**config.mk**
```make
export PLATFORM = sky130hd
export DESIGN_NAME = pos_input_sweeper_flat
export DESIGN_NICKNAME = d
export VERILOG_FILES = /design/src/rtl/pos_input_sweeper_if.sv /design/src/rtl/pos_input_sweeper.sv /design/src/flat_wrapper.sv
export SDC_FILE = /design/constraint.sdc
export NUM_CORES = 1
export LEC_CHECK = 0
export ABC_AREA = 0
export CAP_MARGIN = 20
export CORE_UTILIZATION = 55
export DETAILED_ROUTE_END_ITERATION = 10
export PLACE_DENSITY_LB_ADDON = 0.25
export SYNTH_ARGS = -nofsm -noshare
export SYNTH_HDL_FRONTEND = slang
export SYNTH_SLANG_ARGS = --single-unit
```
**constraint.sdc**
```tcl
create_clock -name clk -period 4.8 [get_ports clk]
set_input_delay 0.96 -clock clk [delete_from_list [all_inputs] [get_ports clk]]
set_output_delay 0.96 -clock clk [all_outputs]
set_load 0.02 [all_outputs]
```
**src/rtl/pos_input_sweeper_if.sv**
```systemverilog
// Handshake and truth-table bus between the input sweeper and its environment.
// The slave side is the sweeper; the master side is the requester plus the function under test.
interface pos_input_sweeper_if;
  logic        start;
  logic        x;
  logic        a;
  logic        b;
  logic        c;
  logic        d;
  logic        busy;
  logic        done;
  logic [15:0] table_out;
  logic [4:0]  ones_count;
  logic        pass;

  modport slave (
    input  start, x,
    output a, b, c, d, busy, done, table_out, ones_count, pass
  );

  modport master (
    output start, x,
    input  a, b, c, d, busy, done, table_out, ones_count, pass
  );
endinterface

```
**src/rtl/pos_input_sweeper.sv**
```systemverilog
// Steps a..d through all 16 input combinations, captures x into a truth table,
// counts its ones and compares the table against EXPECTED.
module pos_input_sweeper #(
  parameter int          SETTLE_CYCLES = 1,
  parameter logic [15:0] EXPECTED      = 16'h0000
) (
  input  logic               clk,
  input  logic               rst_n,
  pos_input_sweeper_if.slave bus
);

  localparam int WAIT_W = (SETTLE_CYCLES > 1) ? $clog2(SETTLE_CYCLES) : 1;
  localparam logic [WAIT_W-1:0] WAIT_LAST = WAIT_W'(SETTLE_CYCLES - 1);

  typedef enum logic [1:0] {IDLE, RUN, DONE} state_t;

  state_t            state;
  state_t            next_state;
  logic [3:0]        idx;
  logic [WAIT_W-1:0] wait_cnt;
  logic [15:0]       table_q;
  logic [4:0]        ones_q;
  logic              pass_q;
  logic              sample_now;
  logic              last_sample;
  logic [15:0]       table_next;

  // The final sample lands on the same edge that enters DONE, so pass is
  // computed from the table including that last bit.
  always_comb begin
    sample_now       = (state == RUN) && (wait_cnt == WAIT_LAST);
    last_sample      = sample_now && (idx == 4'd15);
    table_next       = table_q;
    table_next[idx]  = bus.x;
  end

  always_ff @(posedge clk or negedge rst_n) begin
    if (!rst_n) begin
      state <= IDLE;
    end else begin
      state <= next_state;
    end
  end

  always_comb begin
    next_state = state;
    case (state)
      IDLE:    if (bus.start) next_state = RUN;
      RUN:     if (last_sample) next_state = DONE;
      DONE:    next_state = IDLE;
      default: next_state = IDLE;
    endcase
  end

  always_ff @(posedge clk or negedge rst_n) begin
    if (!rst_n) begin
      idx      <= 4'd0;
      wait_cnt <= '0;
      table_q  <= 16'd0;
      ones_q   <= 5'd0;
      pass_q   <= 1'b0;
    end else begin
      case (state)
        IDLE: begin
          if (bus.start) begin
            idx      <= 4'd0;
            wait_cnt <= '0;
            table_q  <= 16'd0;
            ones_q   <= 5'd0;
            pass_q   <= 1'b0;
          end
        end
        RUN: begin
          if (!sample_now) begin
            wait_cnt <= wait_cnt + 1'b1;
          end else begin
            wait_cnt <= '0;
            table_q  <= table_next;
            ones_q   <= ones_q + {4'd0, bus.x};
            if (idx == 4'd15) begin
              pass_q <= (table_next == EXPECTED);
            end else begin
              idx <= idx + 4'd1;
            end
          end
        end
        default: begin
        end
      endcase
    end
  end

  // Inputs are forced to 0000 outside RUN so idx left at 15 never leaks out.
  assign {bus.a, bus.b, bus.c, bus.d} = (state == RUN) ? idx : 4'b0000;
  assign bus.busy       = (state == RUN);
  assign bus.done       = (state == DONE);
  assign bus.table_out  = table_q;
  assign bus.ones_count = ones_q;
  assign bus.pass       = pass_q;

endmodule

```
**src/flat_wrapper.sv**
```systemverilog
// flat-port wrapper written by rule: the top's interface ports become plain ports
module pos_input_sweeper_flat 
#(
  parameter int          SETTLE_CYCLES = 1,
  parameter logic [15:0] EXPECTED      = 16'h0000
)
  (clk, rst_n, bus_start, bus_x, bus_a, bus_b, bus_c, bus_d, bus_busy, bus_done, bus_table_out, bus_ones_count, bus_pass);
  pos_input_sweeper_if bus_i ();
  input  logic clk;
  input  logic rst_n;
  input wire logic [$bits(bus_i.start)-1:0] bus_start;
  input wire logic [$bits(bus_i.x)-1:0] bus_x;
  output wire logic [$bits(bus_i.a)-1:0] bus_a;
  output wire logic [$bits(bus_i.b)-1:0] bus_b;
  output wire logic [$bits(bus_i.c)-1:0] bus_c;
  output wire logic [$bits(bus_i.d)-1:0] bus_d;
  output wire logic [$bits(bus_i.busy)-1:0] bus_busy;
  output wire logic [$bits(bus_i.done)-1:0] bus_done;
  output wire logic [$bits(bus_i.table_out)-1:0] bus_table_out;
  output wire logic [$bits(bus_i.ones_count)-1:0] bus_ones_count;
  output wire logic [$bits(bus_i.pass)-1:0] bus_pass;
  assign bus_i.start = bus_start;
  assign bus_i.x = bus_x;
  assign bus_a = bus_i.a;
  assign bus_b = bus_i.b;
  assign bus_c = bus_i.c;
  assign bus_d = bus_i.d;
  assign bus_busy = bus_i.busy;
  assign bus_done = bus_i.done;
  assign bus_table_out = bus_i.table_out;
  assign bus_ones_count = bus_i.ones_count;
  assign bus_pass = bus_i.pass;
  pos_input_sweeper #(.SETTLE_CYCLES(SETTLE_CYCLES), .EXPECTED(EXPECTED)) u_core (.clk(clk), .rst_n(rst_n), .bus(bus_i));
endmodule
```
==> reports/metrics.cfg, run 1 <==
[run_status]
outcome=finished with violations
violations=design-rule violations

[yosys]
synth_top_area_share_pct=43.2
syn_area_um2=1680
synth_most_common_cell=o21ai_0
synth_ff_type=dfrtp_1
yosysWarnings=0
synth_cell_types=39
synth_area_leaders=dfrtp_1, o21ai_0, ha_1
syn_nets=201
async_reset_ff_share_pct=100
yosys.area.top_type=dfrtp_1
synthCells=190
postSynthAreaPerCell_um2=8.85
ys_ff_latch=29
synth_seq_area_share_pct=43.2
synth_edf_count=0
synthTopCellsByCount=o21ai_0, dfrtp_1, nand2_1

[place]
io_buffers=31
dpl.hpwl_um=2920
gp_congestion=0.879

[floorplanning]
die_x_um=57.3
ios=32
die_h_um=57.3
fp-row-count=19
core_area_um2=2830
initial_core_util_pct=59.4
dieArea_um2=3280

[timing]
period_share_pct=60.4
slew-limit-headroom_pct=53.8
setup_tns_ns=0
fin_worst_skew_ns=0.00512
drv_slew=0
hold_violations=0
period_minus_slack_ns=2.90
worst_pin_slew_ns=0.691
finalSetupViolations=0
grt_setup_unrepaired=false
fmax_ghz=0.345

[detailed_routing]
antenna_left=0
post_drt_wl_per_cell_um=16.8
viasPerCell=6.13
drt_iter0_markers=74
drc=1
vias=1533
first_pass_iters=7
wirelength_um=4210

[critical_path]
crit_start=u_core.idx[3]
endpoint_kind=output port
crit_arrival_ns=1.94
reg2reg_depth=7
cp-start-kind=flop
r2r-start=u_core.idx[1]
cp_max_fo=21
worstSetupPathType=flop to output port
critPathRequiredTime_ns=3.84

[cts]
clk_latency_ns=0.34
cts_resized=0
htreeDepth=2
cts_tree=built
clk_pin_slew_ns=0.08
post_cts_buffers=0
clk_path_buf_depth=2
ctsRootBufferMaster=clkbuf_4
cts_made_buffers=5
cts_sinks=29
postCtsHoldBufs=0

[power]
p_leak_uw=0.000872
max-vdd-ir-drop_mv=0.401
power_density_nw_per_um2=691

[cells_and_area]
nFillCells=226
final_util_pct=72.2
nNetsFinal=230
area_growth_pct=21.4
drive_above_1_share_pct=5.94
diodes=0

[global_route]
grt_max_degree=22
grt.overflow.total=0
grt_pass1_wl_um=7300
grtUsageTotal_pct=29.8
grt_pass1_vias=1536
antenna_found_initial=0

[job]
drv_cap=0

[min_path]
hold_path_class=flop to flop
worstHoldPathCells=2
min_from=u_core.bus.ones_count[4]

==> final cells by class <==
class / count / area, um^2 / share of cell area (%)
multi-input cells: 145 / 882 / 43.2
flip-flops and latches: 29 / 726 / 35.5
repair buffers: 32 / 318 / 15.6
clock buffers: 7 / 55.1 / 2.70
well taps: 31 / 38.8 / 1.90
inverters: 6 / 22.5 / 1.10
==> power by group <==
| part | leakage [uW] | internal (uW) | switching (uW) |
|---|---|---|---|
| combinational | 0.000463 | 352 | 450 |
| clock | 0.0000314 | 68.9 | 81.2 |
| sequential | 0.000377 | 330 | 130 |
| total | 0.000872 | 751 | 661 |
==> logic make-up after synthesis <==
logic type | count (synthesis) | share of synthesized area (%)
simple gates | 61 | 19.0
mux | 3 | 1.93
compound gates | 70 | 24.2
fa+ha+maj | 7 | 5.21
buf+inv | 16 | 4.39
flops | 29 | 43.2
xor+xnor | 4 | 2.08
==> routing by layer <==
metal	GRT usage (%)	part of all wire (%)	up-vias
met5	0	0	-
met4	14.6	1.0	0
met3	8.16	7.5	6
met2	42.4	47	71
met1	42.1	44	724
li1	-	-	732
==> cells in the final DEF, fill, tap and decap left out, drive strengths merged, types with 2 or more instances in the layout <==
cell type	n
nand3	4
o22ai	3
inv	6
a21oi	15
nor2b	5
clkbuf	7
clkdlybuf4s50	31
nand4	2
o21ai	33
dfrtp	29
nand2	18
o31ai	2
a31oi	5
nor2	14
a22o	3
and2	6
nand2b	2
a211oi	2
xor2	3
and2b	2
ha	7
and3	2
nor3b	3
mux2	2
==> metrics by stage <==
step / hold slack (ns) / total power (uW) / setup slack (ns) / instances / instance area, um^2
2_1_floorplan: 0.499 / 969 / 2.80 / 190 / 1680
3_3_place_gp: 0.503 / 1220 / 2.29 / 243 / 1990
3_5_place_dp: 0.535 / 1250 / 2.23 / 243 / 1990
4_1_cts: 0.555 / 1410 / 1.90 / 250 / 2040
5_1_grt: 0.571 / 1520 / 1.79 / 250 / 2040
6_report: 0.547 / 1410 / 1.90 / 250 / 2040
==> registers in the layout, summed over array words and instances (netlist names) <==
| register | flops |
|---|---|
| u_core.bus.table_out | 16 |
| u_core.bus.ones_count | 5 |
| u_core.idx | 4 |
| u_core.state | 2 |
| u_core.bus.pass | 1 |
| u_core.wait_cnt | 1 |
==> worst max-delay path, cell delays in order, from the launching register on <==
cell,delay [ns]
dfrtp_1,0.76
and2_1,0.24
clkdlybuf4s50_1,0.60
==> path summary, 6_finish.rpt <==
check | endpoint | slack [ns]
max in group asynchronous | u_core.bus.table_out[13] | 3.11
max reg2reg | u_core.bus.pass | 2.71
min | u_core.bus.ones_count[4] | 0.55
max | bus_a | 1.90
min reg2reg | u_core.bus.ones_count[4] | 0.55
min in group asynchronous | u_core.state[0] | 1.03
Note: power is estimated with default switching activity, not from simulation.
==> run 2, diff against run 1 <==
--- a/config.mk
+++ b/config.mk
@@ -7,7 +7,7 @@
 export LEC_CHECK = 0
 export ABC_AREA = 0
 export CAP_MARGIN = 20
-export CORE_UTILIZATION = 55
+export CORE_UTILIZATION = 46
 export DETAILED_ROUTE_END_ITERATION = 10
 export PLACE_DENSITY_LB_ADDON = 0.25
 export SYNTH_ARGS = -nofsm -noshare
==> constraint.sdc (replaced) <==
create_clock -name clk -period 2.56 [get_ports clk]
set_input_delay 0.512 -clock clk [delete_from_list [all_inputs] [get_ports clk]]
set_output_delay 0.512 -clock clk [all_outputs]
set_load 0.02 [all_outputs]
==> run 2 against run 1 <==
- the flow now finishes without violations
- clock power rose by 85%
- sequential cell count did not move
- via count rose by 1.2%
- clock-buffer cell count did not move
- largest cell class unchanged
- largest power group unchanged
- non-clock buffer count rose by 3
- sequential power rose by 71%
- final area rose by 2.0%
- register-to-register slack got worse by 2.1 ns
- critical path depth rose by 1
- die area rose by 19%
- routed wire length fell by 4.3%
- sequential share of layout area fell by 0.70 points
- highest routed layer unchanged
==> reports/metrics.cfg, run 2 (same netlist as run 1, synthesis figures left out) <==
[cells_and_area]
diodes=0  ; unchanged
area_growth_pct=23.9
nNetsFinal=233  ; +1.3%
final_cell_area_um2=2080  ; +2.0%
largest_reg_flops=16  ; unchanged
final_common_cell=o21ai_0
mostFrequentLayoutCells=o21ai_0, clkdlybuf4s50_1, dfrtp_1, nand2_1, a21oi_1
drive_above_1_share_pct=7.21  ; +1.3 points

[cts]
postCtsHoldBufs=0  ; unchanged
cts_resized=0  ; unchanged
clk_latency_ns=0.32  ; -0.02 ns
htreeDepth=2  ; unchanged
cts_made_buffers=5  ; unchanged
clk_pin_slew_ns=0.09  ; about the same
cts_sinks=29  ; unchanged
ctsRootBufferMaster=clkbuf_4
clk_path_buf_depth=2  ; unchanged
cts_tree=built
post_cts_buffers=0  ; unchanged

[detailed_routing]
antenna_left=0  ; unchanged
drc=0  ; -1
drt_iter0_markers=80  ; +8.1%
vias=1551  ; +1.2%
viasPerCell=5.79  ; -5.6%
post_drt_wl_per_cell_um=15.0  ; -11%
wirelength_um=4030  ; -4.3%
first_pass_iters=4  ; -3

[global_route]
grt_pass1_vias=1528  ; -0.52%
grt.overflow.total=0  ; unchanged
antenna_found_initial=0  ; unchanged
grtUsageTotal_pct=22.9  ; -6.9 points
grt_pass1_wl_um=7080  ; -3.0%
grt_max_degree=30  ; +36%

[timing]
period_share_pct=95.3
drv_slew=0  ; unchanged
finalSetupViolations=0  ; unchanged
slew-limit-headroom_pct=60.2  ; +6.4 points
fmax_ghz=0.410
grt_setup_unrepaired=false
worst_pin_slew_ns=0.596  ; -0.0956 ns
hold-worst-slack_ns=0.523  ; -0.0244 ns
hold_violations=0  ; unchanged
period_minus_slack_ns=2.44
setup_tns_ns=0  ; unchanged
fin_worst_skew_ns=0.00685  ; +0.00172 ns
timing.final.ws_setup_ns=0.121  ; -1.78 ns

[critical_path]
crit_buf_inv=1  ; unchanged
cp_max_fo=9  ; -57%
critPathRequiredTime_ns=2.05  ; -1.79 ns
cp_slowest_stage_delay_ns=0.61  ; -0.15 ns
slowest_stage=clkdlybuf4s50_1
crit_family=buffers and inverters
reg2reg_depth=7  ; unchanged
path_depth=3  ; +1
endpoint_kind=output port
cp-start-kind=flop
crit_arrival_ns=1.93  ; about the same
worstPathCellList=and2b_1, and2_1, clkdlybuf4s50_1
worstSetupPathType=flop to output port

[power]
p_leak_uw=0.000887  ; +1.7%
swShare_pct=46.0  ; -0.79 points
p_int_uw=1440  ; +92%
max-vdd-ir-drop_mv=0.549  ; +37%
netSwitchingPower_uw=1230  ; +86%
power_uw=2670  ; +89%
pwr-share-clk_pct=10.4  ; -0.2 points
combPwrFrac_pct=60.1  ; +3.3 points
seqPwrFrac_pct=29.4  ; -3.2 points
power_density_nw_per_um2=1280  ; +85%

[place]
io_buffers=31  ; unchanged
dpl.hpwl_um=2860  ; -2.0%
gp_congestion=0.871  ; -0.91%
placed_area_um2=2030  ; +2.1%
dp_worst_setup_slack_ns=0.479  ; -1.75 ns

[floorplanning]
fp-row-count=21  ; +2
core_area_um2=3420  ; +21%
die_x_um=62.5  ; +9.0%
ios=32  ; unchanged
dieArea_um2=3900  ; +19%
die_h_um=62.5  ; +9.0%
initial_core_util_pct=49.2  ; -10 points

[min_path]
hold_path_class=flop to flop
worstHoldPathCells=2  ; unchanged

[job]
drv_cap=0  ; unchanged

[run_status]
outcome=finished, final reports clean

-- run 2: cell count changes in the layout (fill, tap and decap cells not counted) --
cell / change
buf_4: +3
-- run 2: power groups by stage --
stage | clock network (uW) | registers [uW] | logic (uW)
finish | 278 | 785 | 1600
global route | 305 | 818 | 1760
CTS | 287 | 784 | 1600
detailed placement | 0 | 793 | 1590
global placement | 0 | 781 | 1560
floorplan | 0 | 906 | 910
-- run 2: worst reg2reg max path: stages (launching register included) --
cell and delay [ns]:
dfrtp_1 0.48, inv_1 0.12, ha_1 0.37, inv_1 0.13, a2bb2oi_1 0.15, o31ai_1 0.21
o311ai_0 0.23, o31ai_1 0.23
-- run 2: worst paths after layout --
path	endpoint	slack [ns]	from
hold reg to reg	u_core.bus.pass	0.52	u_core.bus.pass
setup reg to reg	u_core.bus.pass	0.57	u_core.idx[0]
max in group asynchronous	u_core.bus.table_out[1]	1.73	rst_n
min in group asynchronous	u_core.bus.table_out[3]	0.56	rst_n
setup / recovery	bus_a	0.12	u_core.state[0]
hold / removal	u_core.bus.pass	0.52	u_core.bus.pass
-- run 2: metrics by stage --
stage | std cells | utilization (%)
2_1_floorplan | 190 | -
3_3_place_gp | 261 | 59.4
3_5_place_dp | 261 | 59.4
4_1_cts | 268 | 61.0
5_1_grt | 268 | 61.0
6_report | 268 | 61.0
-- run 2: area by class of cell --
cell class	count	area, um^2
fill	302	1330
timing repair buffer	35	340
inverter	6	22.5
sequential	29	726
tap	46	57.6
multi-input combinational	145	882
clock buffer	7	55.1
-- run 2: layer usage --
metal / share of wire, % / vias up / track usage [%]
met5: 0 / - / 0
met4: 1.4 / 0 / 9.30
met3: 4.5 / 7 / 4.01
met2: 46 / 47 / 34.6
met1: 48 / 755 / 32.4
li1: - / 742 / -
==> run 3, diff against run 2 <==
--- a/config.mk
+++ b/config.mk
@@ -7,7 +7,7 @@
 export LEC_CHECK = 0
 export ABC_AREA = 0
 export CAP_MARGIN = 20
-export CORE_UTILIZATION = 46
+export CORE_UTILIZATION = 51
 export DETAILED_ROUTE_END_ITERATION = 10
 export PLACE_DENSITY_LB_ADDON = 0.25
 export SYNTH_ARGS = -nofsm -noshare
==> constraint.sdc (replaced) <==
create_clock -name clk -period 2.4 [get_ports clk]
set_input_delay 0.48 -clock clk [delete_from_list [all_inputs] [get_ports clk]]
set_output_delay 0.48 -clock clk [all_outputs]
set_load 0.02 [all_outputs]
==> run 3 against run 2 <==
- critical path depth unchanged
- core utilization up 6.2 points
- final cell count did not move
- hold slack improved by 0.0074 ns
- clock power about the same
- non-clock buffer count is 1 higher
- final area about the same
- die area down 9.5%
- highest routed layer unchanged
==> reports/metrics.cfg, run 3 (same netlist as run 1, synthesis figures left out) <==
[cts]
clk_latency_ns=0.32  ; about the same
cts_sinks=29  ; unchanged
htreeDepth=2  ; unchanged
ctsRootBufferMaster=clkbuf_4
cts_made_buffers=5  ; unchanged
clk_path_buf_depth=2  ; unchanged
clk_pin_slew_ns=0.10  ; about the same
cts_tree=built

[detailed_routing]
first_pass_iters=4  ; unchanged
viasPerCell=5.95  ; +2.8%
drc=0  ; unchanged
vias=1595  ; +2.8%
antenna_left=0  ; unchanged
wirelength_um=4170  ; +3.7%
post_drt_wl_per_cell_um=15.6  ; +3.7%
drt_iter0_markers=112  ; +40%

[place]
io_buffers=31  ; unchanged
dpl.hpwl_um=2960  ; +3.3%
dp_worst_setup_slack_ns=0.299  ; -0.180 ns
placed_area_um2=2030  ; +0.25%
gp_congestion=0.909  ; +4.5%

[power]
power_density_nw_per_um2=1390  ; +8.3%
combPwrFrac_pct=59.5  ; -0.6 points
pwr-share-clk_pct=9.6  ; -0.8 points
p_int_uw=1550  ; +7.4%
max-vdd-ir-drop_mv=0.645  ; +18%
seqPwrFrac_pct=30.8  ; +1.4 points
p_leak_uw=0.000890  ; +0.35%
swShare_pct=46.5  ; +0.50 points
netSwitchingPower_uw=1350  ; +9.6%

[cells_and_area]
final_cell_area_um2=2080  ; about the same
largest_reg_flops=16  ; unchanged
final_util_pct=67.2  ; +6.2 points
diodes=0  ; unchanged
nFillCells=269  ; -11%
nNetsFinal=234  ; +0.43%
final_common_cell=o21ai_0
mostFrequentLayoutCells=o21ai_0, clkdlybuf4s50_1, dfrtp_1, nand2_1, a21oi_1
drive_above_1_share_pct=7.59  ; +0.38 points
area_growth_pct=24.0  ; about the same

[critical_path]
critPathRequiredTime_ns=1.92  ; -0.13 ns
endpoint_kind=output port
cp-start-kind=flop
cp_max_fo=9  ; unchanged
worstSetupPathType=flop to output port
crit_arrival_ns=1.81  ; -0.12 ns

[timing]
setup_tns_ns=0  ; unchanged
drv_slew=0  ; unchanged
fmax_ghz=0.437
period_minus_slack_ns=2.29
timing.final.ws_setup_ns=0.110  ; -0.0107 ns
fin_worst_skew_ns=0.0106  ; +0.00374 ns
finalSetupViolations=0  ; unchanged
slew-limit-headroom_pct=59.7  ; -0.53 points
period_share_pct=95.4
hold_violations=0  ; unchanged
worst_pin_slew_ns=0.605  ; +0.00926 ns
grt_setup_unrepaired=false

[floorplanning]
initial_core_util_pct=54.2  ; +5.0 points
dieArea_um2=3530  ; -9.5%
die_x_um=59.4  ; -4.9%
die_h_um=59.4  ; -4.9%
core_area_um2=3100  ; -9.2%
fp-row-count=20  ; -4.8%
ios=32  ; unchanged

[global_route]
antenna_found_initial=0  ; unchanged
grt.overflow.total=0  ; unchanged
grt_pass1_wl_um=6780  ; -4.3%
grtUsageTotal_pct=26.0  ; +3.1 points
grt_max_degree=30  ; unchanged
grt_pass1_vias=1461  ; -4.4%

[min_path]
hold_path_class=input port to async pin

[run_status]
outcome=finished, final reports clean

[job]
drv_cap=0  ; unchanged

-- run 3: area by class of cell --
type                    instances  area (um^2)  area share (%)
multi-input cells             145          885            42.4
flip-flops and latches         29          726            34.8
repair buffers                 36          348            16.7
well taps                      44         55.1            2.64
clock buffers                   8         48.8            2.34
inverters                       6         22.5            1.08
-- run 3: metal layers --
layer  vias to the layer above  part of all wire [%]  global-route usage, %
li1                        747                     -                      -
met1                       765                    45                   35.4
met2                        79                    48                   38.5
met3                         4                   7.0                   7.42
met4                         0                  0.53                   11.2
met5                         -                     0                      0
-- run 3: worst paths after layout --
path | from | endpoint | slack, ns | cells after the start
hold / removal | rst_n | u_core.bus.table_out[3] | 0.53 | 2
setup / recovery | u_core.state[1] | bus_a | 0.11 | 3
setup reg to reg | u_core.idx[0] | u_core.bus.pass | 0.38 | 7
max in group asynchronous | rst_n | u_core.bus.table_out[2] | 1.59 | 2
min in group clk | u_core.bus.table_out[15] | u_core.bus.table_out[15] | 0.54 | 2
hold reg to reg | u_core.bus.table_out[15] | u_core.bus.table_out[15] | 0.54 | 2
-- run 3: what timing repair did --
action / in CTS / in global routing
setup buffers: 0 / 0
resized for setup: 0 / 2
setup endpoints to repair: 0 / 4
hold buffers: 0 / 0
-- run 3: power groups by stage --
stage	clock network, uW	logic [uW]	registers [uW]
detailed placement	0	1690	896
global route	308	1870	921
CTS	287	1710	886
finish	279	1720	892
floorplan	0	971	966
global placement	0	1650	882
-- run 3: metrics by stage --
step / hold slack, ns / total power, uW / cells
global placement: 0.503 / 2530 / 260
finish: 0.530 / 2890 / 268
CTS: 0.534 / 2880 / 268
global route: 0.555 / 3100 / 268
detailed placement: 0.522 / 2590 / 260
floorplan: 0.184 / 1940 / 190
-- run 3: worst max-delay path: stages (launching register included) --
cell and delay [ns]:
dfrtp_1 0.41, and2b_4 0.33, and2_1 0.16, clkdlybuf4s50_1 0.60
